## src/rtl/axi_rd_burst_gen.sv

```systemverilog
// rtl/axi_rd_burst_gen.sv - AXI read burst to per-beat memory reads, packed R beats out
// One burst and one memory read in flight; beat output is held in registers until taken.
module axi_rd_burst_gen #(
  parameter int DATA_WIDTH = 32,
  parameter int ADDR_WIDTH = 32,
  parameter int ID_BITS    = 4,
  parameter int LEN_BITS   = 8,
  parameter int SIZE_BITS  = 3
) (
  input  logic                                               clk_i,
  input  logic                                               rst_i,
  input  logic                                               ar_valid_i,
  output logic                                               ar_ready_o,
  input  logic [ADDR_WIDTH-1:0]                              ar_addr_i,
  input  logic [LEN_BITS-1:0]                                ar_len_i,
  input  logic [SIZE_BITS-1:0]                               ar_size_i,
  input  logic [1:0]                                         ar_burst_i,
  input  logic [ID_BITS-1:0]                                 ar_id_i,
  output logic                                               mem_req_o,
  output logic [ADDR_WIDTH-1:0]                              mem_addr_o,
  output logic [SIZE_BITS-1:0]                               mem_size_o,
  input  logic                                               mem_gnt_i,
  input  logic                                               mem_rvalid_i,
  input  logic [DATA_WIDTH-1:0]                              mem_rdata_i,
  input  logic                                               mem_err_i,
  output logic                                               valid_o,
  input  logic                                               ready_i,
  output logic [DATA_WIDTH+2+SIZE_BITS+LEN_BITS+ID_BITS-1:0] data_o,
  output logic                                               last_o
);

  localparam int MAX_SIZE = $clog2(DATA_WIDTH / 8);

  typedef enum logic [2:0] {IDLE, REQ, WAIT, SEND, ERR} state_t;

  state_t                state_q, state_d;
  logic [ADDR_WIDTH-1:0] addr_q;
  logic [LEN_BITS-1:0]   rem_q;
  logic [SIZE_BITS-1:0]  size_q;
  logic [1:0]            burst_q;
  logic [ID_BITS-1:0]    id_q;
  logic [DATA_WIDTH-1:0] rdata_q;
  logic [1:0]            resp_q;
  logic                  ar_legal;
  logic                  beat_hs;
  logic                  rem_zero;

  // Only FIXED/INCR with a beat no wider than the data bus are serviced from memory.
  assign ar_legal = ((ar_burst_i == 2'b00) || (ar_burst_i == 2'b01)) &&
                    (int'(ar_size_i) <= MAX_SIZE);
  assign rem_zero = (rem_q == '0);
  assign beat_hs  = valid_o && ready_i;

  assign mem_addr_o = addr_q;
  assign mem_size_o = size_q;
  assign data_o     = {rdata_q, resp_q, size_q, rem_q, id_q};
  assign last_o     = valid_o && rem_zero;

  always_ff @(posedge clk_i) begin
    if (rst_i) state_q <= IDLE;
    else       state_q <= state_d;
  end

  always_comb begin
    state_d    = state_q;
    ar_ready_o = 1'b0;
    mem_req_o  = 1'b0;
    valid_o    = 1'b0;
    case (state_q)
      IDLE: begin
        ar_ready_o = 1'b1;
        if (ar_valid_i) state_d = ar_legal ? REQ : ERR;
      end
      REQ: begin
        mem_req_o = 1'b1;
        if (mem_gnt_i) state_d = WAIT;
      end
      WAIT: begin
        if (mem_rvalid_i) state_d = SEND;
      end
      SEND: begin
        valid_o = 1'b1;
        if (ready_i) state_d = rem_zero ? IDLE : REQ;
      end
      ERR: begin
        valid_o = 1'b1;
        if (ready_i && rem_zero) state_d = IDLE;
      end
      default: state_d = IDLE;
    endcase
  end

  always_ff @(posedge clk_i) begin
    if (rst_i) begin
      addr_q  <= '0;
      rem_q   <= '0;
      size_q  <= '0;
      burst_q <= '0;
      id_q    <= '0;
      rdata_q <= '0;
      resp_q  <= '0;
    end else begin
      case (state_q)
        IDLE: begin
          if (ar_valid_i) begin
            addr_q  <= ar_addr_i;
            rem_q   <= ar_len_i;
            size_q  <= ar_size_i;
            burst_q <= ar_burst_i;
            id_q    <= ar_id_i;
            rdata_q <= '0;
            resp_q  <= ar_legal ? 2'b00 : 2'b10;
          end
        end
        WAIT: begin
          if (mem_rvalid_i) begin
            rdata_q <= mem_rdata_i;
            resp_q  <= mem_err_i ? 2'b10 : 2'b00;
          end
        end
        SEND: begin
          if (beat_hs && !rem_zero) begin
            rem_q <= rem_q - LEN_BITS'(1);
            if (burst_q == 2'b01) addr_q <= addr_q + (ADDR_WIDTH'(1) << size_q);
          end
        end
        ERR: begin
          if (beat_hs && !rem_zero) rem_q <= rem_q - LEN_BITS'(1);
        end
        default: ;
      endcase
    end
  end

endmodule

```

## config.mk

```make
export PLATFORM = sky130hd
export DESIGN_NAME = axi_rd_burst_gen
export DESIGN_NICKNAME = d
export VERILOG_FILES = /design/src/rtl/axi_rd_burst_gen.sv
export SDC_FILE = /design/constraint.sdc
export NUM_CORES = 1
export LEC_CHECK = 0
export CORE_AREA = 2 2 105 107
export DETAILED_ROUTE_END_ITERATION = 8
export DIE_AREA = 0 0 107 109
export GPL_ROUTABILITY_DRIVEN = 0
export GPL_TIMING_DRIVEN = 0
export MAX_ROUTING_LAYER = met4
export PLACE_DENSITY = 0.9
export SYNTH_ARGS = -nofsm -noshare
export SYNTH_HDL_FRONTEND = slang
export SYNTH_SLANG_ARGS = --single-unit
```

## constraint.sdc

```tcl
create_clock -name clk_i -period 3.2 [get_ports clk_i]
set_input_delay 0.48 -clock clk_i [delete_from_list [all_inputs] [get_ports clk_i]]
set_output_delay 0.48 -clock clk_i [all_outputs]
set_load 0.01 [all_outputs]
```

# Word-level counts from Yosys, hierarchy flattened
# Cells that the tools add are included.
# W data, S select, Z words.
# word_totals
input_bits,88
word_cells,71
register_bits,86
output_inout_bits,88
# op_classes
shifts,1
n_lt_le_gt_ge,1
n_eq_ne,14
muxes,26
n_reduce_logical,19
n_addsub,2
# ops
operator,count
$mux W32,5
$pmux W32 S2,2
$add A32 B32 Y32,1
$shl A1 B3 Y32 const A,1
$mux W3,6
$mux W8,2
$pmux W8 S2,1
$pmux W3 S5,1
$ne A2 B2 Y1 const B,7
$logic_not A8 Y1,1
$mux W2,4
$sub A8 B1 Y8 const B,1
$eq A3 B2 Y1 const B,2
$reduce_and A3 Y1,2
$reduce_bool A2 Y1,3
$logic_and A1 B1 Y1,5
$reduce_and A5 Y1,1
$eq A2 B1 Y1 const B,2
$mux W1,4
$pmux W2 S2,1
$reduce_and A4 Y1,1
$eq A3 B1 Y1 const B,1
$eq A3 B3 Y1 const B,1
$le A3 B2 Y1 const B,1
7 further kinds,7

# Depth between registers and ports, before layout
# Gate-level depths: netlist of the first run.
# logic_depth
depth_word,7
ltp_mapped,10
ltp_nobuf,9

# Worst setup path after synthesis of the first run
# No wires, ideal clock.
# synth_timing
kind,register to register
startpoint,"register size_q[0], in the netlist mem_size_o[0]"
endpoint,"register addr_q[14], in the netlist mem_addr_o[14]"
path_buffers,1
slack_ns,0.281
t_required_ns,3.059
stages_incl_launch_ff,11
setup_ns,0.141
t_arrival_ns,2.778
synth_period_minus_slack_ns,2.919
path_cell_list,dfxtp_1 > clkbuf_1 > nor3_1 > ha_1 > fa_1 > a21o_1 > a221oi_1 > a21oi_1 > a31o_2 > a21oi_1 > a311oi_1
# synth_via
elab_chain_len,5
# synth_rtl
element,line_no,rtl
from (decl),39,logic [SIZE_BITS-1:0] size_q;
from (signal assigned),108,size_q <= ar_size_i;
$shl A1 B3 Y32,124,if (burst_q == 2'b01) addr_q <= addr_q + (ADDR_WIDTH'(1) << size_q);
$add A32 B32 Y32,124,
$mux W32,124,
$mux W32,122,if (beat_hs && !rem_zero) begin
$pmux W32 S2,103,case (state_q)
to (signal assigned),106,addr_q <= ar_addr_i;
to (signal assigned),124,
to (decl),37,logic [ADDR_WIDTH-1:0] addr_q;
# No other way between the ends. The select of a mux whose other input is x is not followed.
# A chain may end at the register's enable or synchronous reset.

# Final worst setup path of the first run
# layout_timing
startpoint,"register size_q[1], in the netlist mem_size_o[1]"
endpoint,"register addr_q[14], in the netlist mem_addr_o[14]"
# The elaborated chain is that of the path after synthesis.

==> metrics.yaml, run 1 <==
maxCapViolations: 0
syn_avg_cell_area_um2: 7.62
core_um2: 10600
dpl.hpwl_um: 11700
syn-instance-count: 611
worst_setup_path_end_kind: "flip-flop"
place_area_um2: 6570
hp-class: "reg -> reg"
cts_root_buf: "clkbuf_8"
fin_crit_sh_pct: 95.4
start_util_pct: 43.9
synth_seq_cells: 85
p_sw_uw: 915
p_per_area_nw_per_um2: 408
design.die.area_um2: 11700
wl_um: 16100
setup_viol: 0
cts_setup_buffers: 0
drc: 0
clk_latency_ns: 0.38
layout-drive-gt1-share_pct: 5.88
grt-ovfl-total: 0
core.rowCount: 38
num_io_pins: 176
antenna_found_initial: 0
synthAdderAreaFrac_pct: 2.85
layout.nets: 893
ys_top_cells_by_count: "nand2_1 (101), dfxtp_1 (85), a21oi_1 (74), nor2_1 (52), nand3_1 (43)"
vias: 5493
post-route-min-period_ns: 3.05
port_buffers: 173
intPower_uw: 1860
yosys.area_share.simple_pct: 28.4
synthMuxAreaShare_pct: 2.04
synthTopCellsByArea: "dfxtp_1 (37%), nand2_1 (8.1%), a21oi_1 (8.0%)"
final_area_um2: 6810
worst_slack_ns: 0.147
post-place-ws_ns: -0.136
htree_levels: 3
synth_compound_area_share_pct: 23.8
ir_drop_mv: 0.222
skew_ns: 0.0114
final_core_util_pct: 64.2
status: "completed"
cts_buffers: 9
first_pass_iters: 6
finalHoldViolCount: 0
cts_tree: "built"
diodes: 0
area_growth_pct: 46.1
wl_met1_um: 6440
wl_met2_um: 7410
static-leakage-power_uw: 0.00249
synth-xor-area-share_pct: 1.32
cts_sinks: 85
track_usage_pct: 27.8
syn_area_um2: 4660
synth_top_area_share_pct: 36.5
critPathRequiredTime_ns: 3.42
die_w_um: 107
ys_types: 69
max_freq_ghz: 0.328
cp_data_arrival_time_ns: 3.27
clkTransAtPathRegs_ns: 0.10
grt_pass1_vias: 5228
async_flop_share_pct: 0
maxSlewHeadroom_pct: 54.0
yosys.area.top_type: "dfxtp_1"
swShare_pct: 33.0
synth.most_common_cell: "nand2_1"
pwr-share-comb_pct: 26.8
synth_nets: 709
worstMarginPinSlew_ns: 0.690
grt_start_max_net_pins: 17
drt-initial-drc-count: 329
dr_wl_met3_um: 1750
synth_top_family_by_area: "simple AND/OR/NAND/NOR gates"
synth_edf_count: 0
drv_slew: 0
cp-start-kind: "flip-flop"
grt_pass1_wl_um: 25000
wl_per_cell_um: 17.1
cts_buffer_depth: 2
yosysSeqAreaShare_pct: 36.5
seq_power_share_pct: 43.3
p_clk_share_pct: 29.9
top_layer_used: "met4"
via_per_inst: 5.84
drtAntennaViolNets: 0
synth-main-ff-cell: "dfxtp_1"
path_class: "reg -> reg"
crit_fanout: 9
die_h_um: 109
synth_warnings: 0
## per-layer routing
metal	GRT usage, %	vias to the layer above
met1	33.7	2552
met4	10.9	0
met5	-	-
met3	7.05	50
met2	44.8	305
li1	-	2586
## registers in the layout, summed over array words and instances, names as in the netlist
signal,count
state_q,3
burst_q,2
id_q,4
rdata_q,32
resp_q,1
mem_addr_o,32
rem_q,8
mem_size_o,3
## power by group through the flow
stage | clock network [uW] | logic, uW | registers, uW
floorplan | 0 | 359 | 1230
global placement | 0 | 720 | 1220
detailed placement | 0 | 730 | 1220
CTS | 829 | 736 | 1200
global route | 874 | 809 | 1210
finish | 830 | 744 | 1200
## cells in the final DEF, fill, tap and decap left out, types with 4 or more instances in the layout
master / Yosys / layout
a211oi_1: 9 / 9
a21o_1: 6 / 6
a21oi_1: 74 / 73
a22oi_1: 4 / 4
a311oi_1: 7 / 7
a31oi_1: 8 / 8
and3_1: 17 / 17
buf_1: 4 / 4
buf_2: 8 / 8
buf_4: 4 / 4
clkbuf_1: 31 / 31
clkbuf_8: 0 / 9
clkdlybuf4s50_1: 0 / 173
dfxtp_1: 85 / 85
ha_1: 9 / 9
inv_1: 8 / 8
mux2i_1: 5 / 5
nand2_1: 101 / 101
nand3_1: 43 / 43
nand4_1: 5 / 5
nor2_1: 52 / 52
nor3_1: 13 / 13
nor3b_1: 5 / 4
nor4_1: 6 / 6
o211ai_1: 5 / 5
o21ai_0: 17 / 17
o22ai_1: 8 / 8
or3_1: 8 / 8
xnor2_1: 5 / 5
## cell type report
| cell class | count | area, um^2 |
|---|---|---|
| Fill cell | 898 | 3800 |
| Multi-Input combinational cell | 471 | 2760 |
| Timing Repair Buffer | 173 | 1730 |
| Sequential cell | 85 | 1700 |
| Buffer | 47 | 201 |
| Tap cell | 140 | 175 |
| Clock buffer | 9 | 124 |
| Clock inverter | 7 | 78.8 |
| Inverter | 8 | 30.0 |
## critical path: stages, from the launching register on
cell and delay, ns:
dfxtp_1 0.38, clkbuf_1 0.36, nor3_1 0.10, ha_1 0.23, fa_1 0.41, a21o_1 0.24
a221oi_4 0.37, a21oi_1 0.28, a31o_2 0.30, a21oi_1 0.15, a311oi_1 0.07
## worst paths after layout
path | end | start | cells after the start | slack [ns]
worst max-delay path | mem_addr_o[14] | mem_size_o[1] | 10 | 0.15
worst min-delay path | rdata_q[10] | rdata_q[10] | 2 | 0.46
worst max register to register | mem_addr_o[14] | mem_size_o[1] | 10 | 0.15
worst min register to register | rdata_q[10] | rdata_q[10] | 2 | 0.46
## cells by family (layout without fill, tap and decap cells)
| family | Yosys count | in the layout |
|---|---|---|
| mux | 8 | 8 |
| compound gates | 171 | 171 |
| simple gates | 274 | 274 |
| buf+inv | 55 | 244 |
| fa+ha+maj | 10 | 10 |
| flops | 85 | 85 |
| xor+xnor | 7 | 7 |
| other cells | 1 | 1 |
## metrics by stage
stage	total power, uW	hold slack [ns]	setup TNS (ns)	cells
after global routing	2890	0.467	-0.0232	940
after global placement	1940	0.437	-0.0661	924
after CTS	2760	0.457	0	940
after detailed placement	1950	0.443	-0.331	924
final	2770	0.455	0	940
after floorplan	1590	0.431	0	611
## repair_timing
item                                    CTS  global route
gates resized for setup                   1             4
pin swaps                                 0             0
endpoints found under the setup margin    6             8
hold buffers                              0             0
gates cloned                              0             0
(Power assumes the default switching activity.)
==> run 2: changes to the inputs <==
--- a/config.mk
+++ b/config.mk
@@ -5,13 +5,15 @@
 export SDC_FILE = /design/constraint.sdc
 export NUM_CORES = 1
 export LEC_CHECK = 0
+export CAP_MARGIN = 20
 export CORE_AREA = 2 2 105 107
 export DETAILED_ROUTE_END_ITERATION = 8
 export DIE_AREA = 0 0 107 109
 export GPL_ROUTABILITY_DRIVEN = 0
 export GPL_TIMING_DRIVEN = 0
+export HOLD_SLACK_MARGIN = 0.05
 export MAX_ROUTING_LAYER = met4
-export PLACE_DENSITY = 0.9
+export PLACE_DENSITY_LB_ADDON = 0.3
 export SYNTH_ARGS = -nofsm -noshare
 export SYNTH_HDL_FRONTEND = slang
 export SYNTH_SLANG_ARGS = --single-unit
==> metrics.yaml, run 2 (same netlist as run 1, synthesis figures left out) <==
first_pass_iters: 5
p_sw_uw: 884
grt_pass1_wl_um: 25300
worst-r2r-setup-slack_ns: 0.13
rsz0062_at_grt: "false"
layout.nets: 893
htree_levels: 3
wl_met2_um: 7770
core_um2: 10600
skew_ns: 0.00967
drc: 0
cts_buffers: 9
vias: 5520
wl_per_cell_um: 17.5
hp-class: "reg -> reg"
antenna_found_initial: 0
wl_um: 16500
cp_data_arrival_time_ns: 3.35
crit_fanout: 9
grt-ovfl-total: 0
fin_crit_sh_pct: 95.8
critPathRequiredTime_ns: 3.48
die_h_um: 109
cts_setup_buffers: 0
min_from: "rdata_q[1]"
diodes: 0
via_per_inst: 5.87
drv_slew: 0
cts_sinks: 85
setup_viol: 0
clk_latency_ns: 0.36
swShare_pct: 31.4
maxCapViolations: 0
ir_drop_mv: 0.227
cts_root_buf: "clkbuf_8"
top_layer_used: "met4"
dpl.hpwl_um: 12000
mostFrequentLayoutCells: "clkdlybuf4s50_1 (173), nand2_1 (101), dfxtp_1 (85)"
timing.rr.start: "mem_size_o[1]"
static-leakage-power_uw: 0.00251
place_area_um2: 6570
core.rowCount: 38
intPower_uw: 1930
cts_buffer_depth: 2
final_area_um2: 6830
tns_ns: 0
max_freq_ghz: 0.326
finalHoldViolCount: 0
p_per_area_nw_per_um2: 413
hold_depth: 2
port_buffers: 173
path_class: "reg -> reg"
num_io_pins: 176
status: "completed"
worstMarginPinSlew_ns: 0.692
post-route-min-period_ns: 3.07
p_clk_share_pct: 30.9
grt_start_max_net_pins: 16
maxSlewHeadroom_pct: 53.9
layout_commonest_cell: "clkdlybuf4s50_1"
layout-drive-gt1-share_pct: 6.13
die_w_um: 107
cts_tree: "built"
grt_pass1_vias: 5319
design.die.area_um2: 11700
area_growth_pct: 46.6
wl_met1_um: 6300
track_usage_pct: 28.2
dr_wl_met3_um: 1890
drt-initial-drc-count: 334
seq_power_share_pct: 42.6
cp-start-kind: "flip-flop"
clkTransAtPathRegs_ns: 0.09
drtAntennaViolNets: 0
r2r-end: "mem_addr_o[28]"
fillers: 911
reg2regPathDepth: 9
start_util_pct: 43.9
worst_setup_path_end_kind: "flip-flop"
hold_end: "rdata_q[1]"
pwr-share-comb_pct: 26.5
run 2: cell count changes in the layout (fill, tap and decap cells not counted), sizes merged:
| cell | change |
|---|---|
| clkinvlp | -2 |
| clkinv | +3 |
| bufinv | +1 |
| inv | -2 |
run 2: per-stage QoR:
step	hold WS (ns)	total power [uW]	util [%]	worst slack, ns	instances
detailed placement	0.445	1950	61.9	-0.170	924
global route	0.477	2950	64.4	0.0307	940
CTS	0.458	2820	64.1	0.0824	940
floorplan	0.431	1590	-	0.281	611
finish	0.455	2820	64.4	0.134	940
global placement	0.437	1930	61.9	-0.0421	924
run 2: layout make-up:
class                      count  area (um^2)  area share [%]
clock inverter                 7         98.8            1.45
inverter                       8         30.0           0.440
tap                          140          175            2.57
buffer                        47          204            2.99
clock buffer                   9          124            1.81
multi-input combinational    471         2760            40.5
sequential                    85         1700            24.9
timing repair buffer         173         1730            25.4
run 2: worst max path at each step:
stage	startpoint	endpoint	slack [ns]	cells after the start
after floorplan	mem_size_o[0]	mem_addr_o[14]	0.28	10
after global placement	mem_size_o[0]	mem_addr_o[14]	-0.04	10
after detailed placement	mem_size_o[1]	mem_addr_o[14]	-0.17	10
after CTS	state_q[1]	last_o	0.08	6
after global routing	mem_size_o[1]	mem_addr_o[28]	0.03	9
final	mem_size_o[1]	mem_addr_o[28]	0.13	9
run 2: power groups by stage:
stage | combinational [uW] | sequential, uW | clock [uW]
CTS | 736 | 1200 | 883
floorplan | 359 | 1230 | 0
detailed placement | 728 | 1220 | 0
finish | 746 | 1200 | 870
global route | 814 | 1210 | 922
global placement | 714 | 1220 | 0
run 2: per-layer routing:
| layer | vias to the layer above | global-route usage (%) |
|---|---|---|
| met2 | 327 | 45.9 |
| met3 | 57 | 8.25 |
| met5 | - | - |
| met4 | 0 | 11.6 |
| li1 | 2582 | - |
| met1 | 2554 | 32.7 |
run 2: timing repair:
| action | in CTS | in global routing |
|---|---|---|
| hold buffers | 0 | 0 |
| setup endpoints to repair | 6 | 10 |
| gates resized for setup | 1 | 8 |
run 2: critical path, stage by stage (launching register included):
cell,delay [ns]
dfxtp_1,0.38
clkbuf_1,0.33
nor2_1,0.11
ha_1,0.42
and3_1,0.26
a221oi_4,0.11
a211oi_2,0.47
nand4_1,0.26
or4_1,0.55
o211ai_1,0.10
